[config.mk]
export PLATFORM = sky130hd
export DESIGN_NAME = fmap_loader_14x14
export DESIGN_NICKNAME = d
export VERILOG_FILES = /design/src/rtl/fmap_pkg.sv /design/src/rtl/fmap_loader_14x14.sv
export SDC_FILE = /design/constraint.sdc
export NUM_CORES = 2
export LEC_CHECK = 0
export ABC_CLOCK_PERIOD_IN_PS = 3820
export BUFFER_PORTS_ARGS = -buffer_cell sky130_fd_sc_hd__buf_2
export CELL_PAD_IN_SITES_DETAIL_PLACEMENT = 0
export CELL_PAD_IN_SITES_GLOBAL_PLACEMENT = 2
export CORE_AREA = 8 8 618 620
export CTS_BUF_LIST = sky130_fd_sc_hd__clkbuf_16
export DETAILED_ROUTE_END_ITERATION = 10
export DIE_AREA = 0 0 626 628
export GPL_TIMING_DRIVEN = 0
export PLACE_DENSITY_LB_ADDON = 0.1
export REMOVE_ABC_BUFFERS = 1
export SKIP_CTS_REPAIR_TIMING = 1
export SLEW_MARGIN = 30
export SYNTH_ARGS = -nofsm -noshare
export SYNTH_HDL_FRONTEND = slang
export SYNTH_SLANG_ARGS = --single-unit
[constraint.sdc]
create_clock -name clk -period 3.82 [get_ports clk]
set_clock_uncertainty 0.15 [all_clocks]
set_input_delay 0.764 -clock clk [delete_from_list [all_inputs] [get_ports clk]]
set_output_delay 0.764 -clock clk [all_outputs]
set_load 0.1 [all_outputs]
[src/rtl/fmap_pkg.sv]
// Shared constants and state encoding for the 14x14 feature-map loader.
package fmap_pkg;

    localparam int unsigned INT_SIZE     = 8;
    localparam int unsigned FMAP_DIM     = 14;
    localparam int unsigned FMAP_PIXELS  = FMAP_DIM * FMAP_DIM;
    localparam int unsigned POOL_OUTS    = 49;
    localparam int unsigned POOL_STATE_W = 21;
    localparam int unsigned WR_IDX_W     = 8;

    typedef enum logic [1:0] {
        FILL     = 2'd0,
        SWEEP    = 2'd1,
        WAIT_ACK = 2'd2
    } fmap_state_e;

endpackage : fmap_pkg

[src/rtl/fmap_loader_14x14.sv]
// fmap_loader_14x14
// Packs a row-major stream of conv output pixels into a flat 14x14 frame,
// then sweeps the pool window index 0..48 and holds the frame until acked.
//
// Build option: define FMAP_RELU_EN to treat in_pixel as signed and store
// negative values as 0 (fused ReLU). Undefined: pixels are stored verbatim.
//
// Ports:
//   clk, rst_n   clock, asynchronous active-low reset
//   in_valid     pixel offered
//   in_ready     loader accepts a pixel (FILL only)
//   in_pixel     pixel value
//   in_last      producer marks final pixel of a frame
//   frame_data   packed frame, pixel (r,c) at [IntSize*(14r+c) +: IntSize]
//   pool_state   pooling window index 0..48
//   pool_en      pool_state valid (SWEEP only)
//   frame_done   sweep finished, frame held
//   frame_ack    consumer releases the frame
//   err_len      sticky framing error
module fmap_loader_14x14
    import fmap_pkg::*;
#(
    parameter int unsigned IntSize = INT_SIZE
) (
    input  logic                          clk,
    input  logic                          rst_n,
    input  logic                          in_valid,
    output logic                          in_ready,
    input  logic [IntSize-1:0]            in_pixel,
    input  logic                          in_last,
    output logic [IntSize*FMAP_PIXELS-1:0] frame_data,
    output logic [POOL_STATE_W-1:0]       pool_state,
    output logic                          pool_en,
    output logic                          frame_done,
    input  logic                          frame_ack,
    output logic                          err_len
);

    localparam logic [WR_IDX_W-1:0]     LastSlot = WR_IDX_W'(FMAP_PIXELS - 1);
    localparam logic [POOL_STATE_W-1:0] LastPool = POOL_STATE_W'(POOL_OUTS - 1);

    fmap_state_e state, state_nx;

    logic [WR_IDX_W-1:0]                  wr_idx;
    logic [FMAP_PIXELS-1:0][IntSize-1:0]  pix_q;
    logic [IntSize-1:0]                   pix_w;
    logic                                 accept;
    logic                                 last_slot;
    logic                                 pool_last;

    logic                    in_ready_d;
    logic                    pool_en_d;
    logic                    frame_done_d;
    logic [POOL_STATE_W-1:0] pool_state_d;

    // in_ready is a register that mirrors state==FILL
    assign accept    = in_valid & in_ready;
    assign last_slot = (wr_idx == LastSlot);
    assign pool_last = (pool_state == LastPool);

    // Optional fused ReLU on the incoming pixel
`ifdef FMAP_RELU_EN
    assign pix_w = in_pixel[IntSize-1] ? '0 : in_pixel;
`else
    assign pix_w = in_pixel;
`endif

    // State register
    always_ff @(posedge clk or negedge rst_n) begin
        if (!rst_n) begin
            state <= FILL;
        end else begin
            state <= state_nx;
        end
    end

    // Next-state logic
    always_comb begin
        state_nx = state;
        unique case (state)
            FILL:     if (accept && last_slot) state_nx = SWEEP;
            SWEEP:    if (pool_last)           state_nx = WAIT_ACK;
            WAIT_ACK: if (frame_ack)           state_nx = FILL;
            default:                           state_nx = FILL;
        endcase
    end

    // Output decode: next values of the registered outputs
    always_comb begin
        in_ready_d   = 1'b0;
        pool_en_d    = 1'b0;
        frame_done_d = 1'b0;
        pool_state_d = '0;
        unique case (state_nx)
            FILL:     in_ready_d   = 1'b1;
            SWEEP:    pool_en_d    = 1'b1;
            WAIT_ACK: frame_done_d = 1'b1;
            default:  in_ready_d   = 1'b1;
        endcase
        // Counter only advances while already sweeping; entry and exit see 0
        if (state == SWEEP && !pool_last) begin
            pool_state_d = pool_state + POOL_STATE_W'(1);
        end
    end

    // Output registers
    always_ff @(posedge clk or negedge rst_n) begin
        if (!rst_n) begin
            in_ready   <= 1'b1;
            pool_en    <= 1'b0;
            frame_done <= 1'b0;
            pool_state <= '0;
        end else begin
            in_ready   <= in_ready_d;
            pool_en    <= pool_en_d;
            frame_done <= frame_done_d;
            pool_state <= pool_state_d;
        end
    end

    // Write pointer, frame store and sticky framing error
    always_ff @(posedge clk or negedge rst_n) begin
        if (!rst_n) begin
            wr_idx  <= '0;
            pix_q   <= '0;
            err_len <= 1'b0;
        end else if (accept) begin
            pix_q[wr_idx] <= pix_w;
            // in_last must coincide exactly with the final slot
            if (last_slot ^ in_last) begin
                err_len <= 1'b1;
            end
            // Early in_last discards the partial frame and restarts at slot 0
            if (last_slot || in_last) begin
                wr_idx <= '0;
            end else begin
                wr_idx <= wr_idx + WR_IDX_W'(1);
            end
        end
    end

    assign frame_data = pix_q;

endmodule : fmap_loader_14x14

==> impl_metrics.toml <==
[detailed_routing]
vias = 39100
drt_iter0_markers = 1457
viasPerCell = 3.69
drc = 0
first_pass_iters = 5
drt_wl_total_mm = 323
ant_nets = 0
routedWlPerCell_um = 30.4

[critical_path]
worstPathRequired_ns = 4.39
critical_path_arrival_ns = 4.11
critical_path.max_fanout = 14
start_kind = "flip-flop"
rrSetupSlack_ns = 0.28
cp-end-kind = "flip-flop"
crit_type = "flip-flop to flip-flop"

[synth]
netlist_instances = 3783
synth_area_leaders = "dfrtp_1 66%, mux2_2 29%, clkbuf_1 1.1%"
synth_largest_area_cell = "dfrtp_1"
synth-edff-count = 0
seq_area_frac_synth_pct = 65.6
postSynthAreaPerCell_um2 = 16.2
netlist_top_cells_count = "1602 x dfrtp_1, 1555 x mux2_2, 179 x clkbuf_1"
yosysTopAreaCellShare_pct = 65.5
synthArstFlopShare_pct = 100
ys.flop_type = "dfrtp_1"
netlist_area_um2 = 61200
ys_ff_latch = 1603
ys.warnings.count = 0
yosysMostFrequentCell = "dfrtp_1"
yosysUniqueCellTypes = 42

[global_route]
grt_max_degree = 108
track_usage_pct = 15.9
overflow = 0
grt_pass1_wl_mm = 428
grt_pass1_vias = 42200
antenna_found_initial = 10

[hold_path]
hold_class = "input port to flip-flop"

[timing]
slew_violations = 0
hold_violations = 0
worst_slew_margin_rel_pct = 35.1
max_clock_freq_mhz = 282
setup_viol = 0
worstMarginPinSlew_ns = 0.965
period_share_pct = 92.7
rsz0062_at_grt = "false"
setup_slack_ns = 0.279
period_minus_slack_ns = 3.54

[die]
initial_utilization_pct = 16.5
rows = 224
coreArea_um2 = 371000
die_height_um = 628
io_pins = 1606
die-area_um2 = 393000
die_width_um = 626

[cells_and_area]
drive_gt1_share_pct = 65.3
final_core_utilization_pct = 22.3
nNetsFinal = 5482
design_area_um2 = 83000
area_delta_synth_final_pct = 35.6

[job]
maxCapViolations = 0

[clocking]
clkSlewWorstSetupHoldPaths_ns = 0.06
cts_root_buffer = "clkbuf_16"
clock_sinks = 1603
cts_tree = "done"
clk_latency_ns = 0.86
cts_buffer_depth = 4
numCtsBuffers = 211
htreeDepth = 4

[placed_design]
numPortBuffers = 1605
hpwl_mm = 237
placed_area_um2 = 76700
dp_slack_ns = -0.670
globalplace.congestion = 0.711

[power]
leakage_nw = 45.0
irDropWorstVdd_mv = 0.328
powerDensity_nw_per_um2 = 439

[status]
status = "complete, no violations"
cells in the final DEF, fill, tap and decap left out, types with 4 or more instances in the layout:
master,n
clkinv_1,57
clkinv_2,22
buf_16,53
ha_1,9
clkbuf_16,214
buf_6,4
mux2_1,13
inv_1,76
mux2_2,1555
nor2_4,48
xor2_1,4
dfrtp_1,1602
nor2_2,98
nor2b_1,5
nor4_1,8
o21ai_0,6
buf_12,18
nand2b_1,4
nand2_4,16
nand3_4,7
diode_2,12
bufinv_16,5
nand3_1,9
a21oi_1,5
nor3_1,8
nand4_1,6
buf_8,8
nor2_1,31
and3_1,6
buf_2,1596
nand2_1,69
xnor2_1,15
worst max-delay path, stage by stage, from the launching register on:
cell and delay, ns:
dfrtp_1 0.68, nor2_2 0.42, and3_1 0.59, nand2_1 0.57, o31a_1 0.42, ha_1 0.54
report_power, final:
part	internal [W]	total, W	switching, W	leakage (nW)
logic	0.000170	0.00103	0.000858	19.3
registers	0.0170	0.0170	0	22.4
clock network	0.0103	0.0184	0.00805	3.27
total	0.0275	0.0364	0.00891	45.0
through the flow:
| stage | hold WS (ns) | power (W) | instances | TNS, ns |
|---|---|---|---|---|
| global placement | 0.318 | 0.0183 | 10100 | - |
| CTS | -0.390 | 0.0374 | 10600 | 0 |
| finish | 0.134 | 0.0364 | 10600 | 0 |
| detailed placement | 0.303 | 0.0184 | 10200 | -65.44 |
| global route | 0.0478 | 0.0380 | 10600 | 0 |
| floorplan | 0.318 | 0.0173 | 3566 | 0 |
per-layer routing:
layer	wire length (um)	up-vias	track usage, %
li1	-	16700	-
met1	118000	20900	17.1
met2	169000	1066	29.2
met3	23500	352	5.04
met4	12000	2	5.28
met5	13	-	0
cell type report:
type,instances,area [um^2]
fillers,39700,288000
flip-flops and latches,1603,40100
multi-input cells,1952,20400
repair buffers,1681,10000
well taps,4972,6220
clock buffers,213,5330
clock inverters,159,841
inverters,11,41.3
diodes,12,30.0
worst paths after layout:
path	startpoint	end	cells past startpoint
worst min-delay path	frame_ack	state[1]$_DFF_PN0_	3
min in group asynchronous	rst_n	pool_state[12]$_DFF_PN0_	3
worst max-delay path	wr_idx[5]$_DFFE_PN0P_	in_ready$_DFF_PN1_	5
worst min register to register	err_len$_DFFE_PN0P_	err_len$_DFFE_PN0P_	1
max in group asynchronous	rst_n	frame_data[627]$_DFFE_PN0P_	8
worst max register to register	wr_idx[5]$_DFFE_PN0P_	in_ready$_DFF_PN1_	5
state kept, by name, summed over array words and instances (netlist names):
name        flops
err_len         1
frame_data   1568
frame_done      1
in_ready        1
pool_en         1
pool_state     21
state           2
wr_idx          8
kinds of logic (layout without fill, tap and decap cells):
kind of cell / Yosys count / in the layout / share of synthesized area [%]
DFF: 1603 / 1603 / 65.6
muxes: 1568 / 1568 / 28.9
buffers and inverters: 228 / 2064 / 1.56
AOI/OAI and AO/OA: 20 / 20 / 0.217
adders and majority gates: 9 / 9 / 0.184
other: 0 / 12 / 0
and+or+nand+nor: 336 / 336 / 3.35
xor gates and xnor gates: 19 / 19 / 0.272
Note: power is estimated with default switching activity, not from simulation.
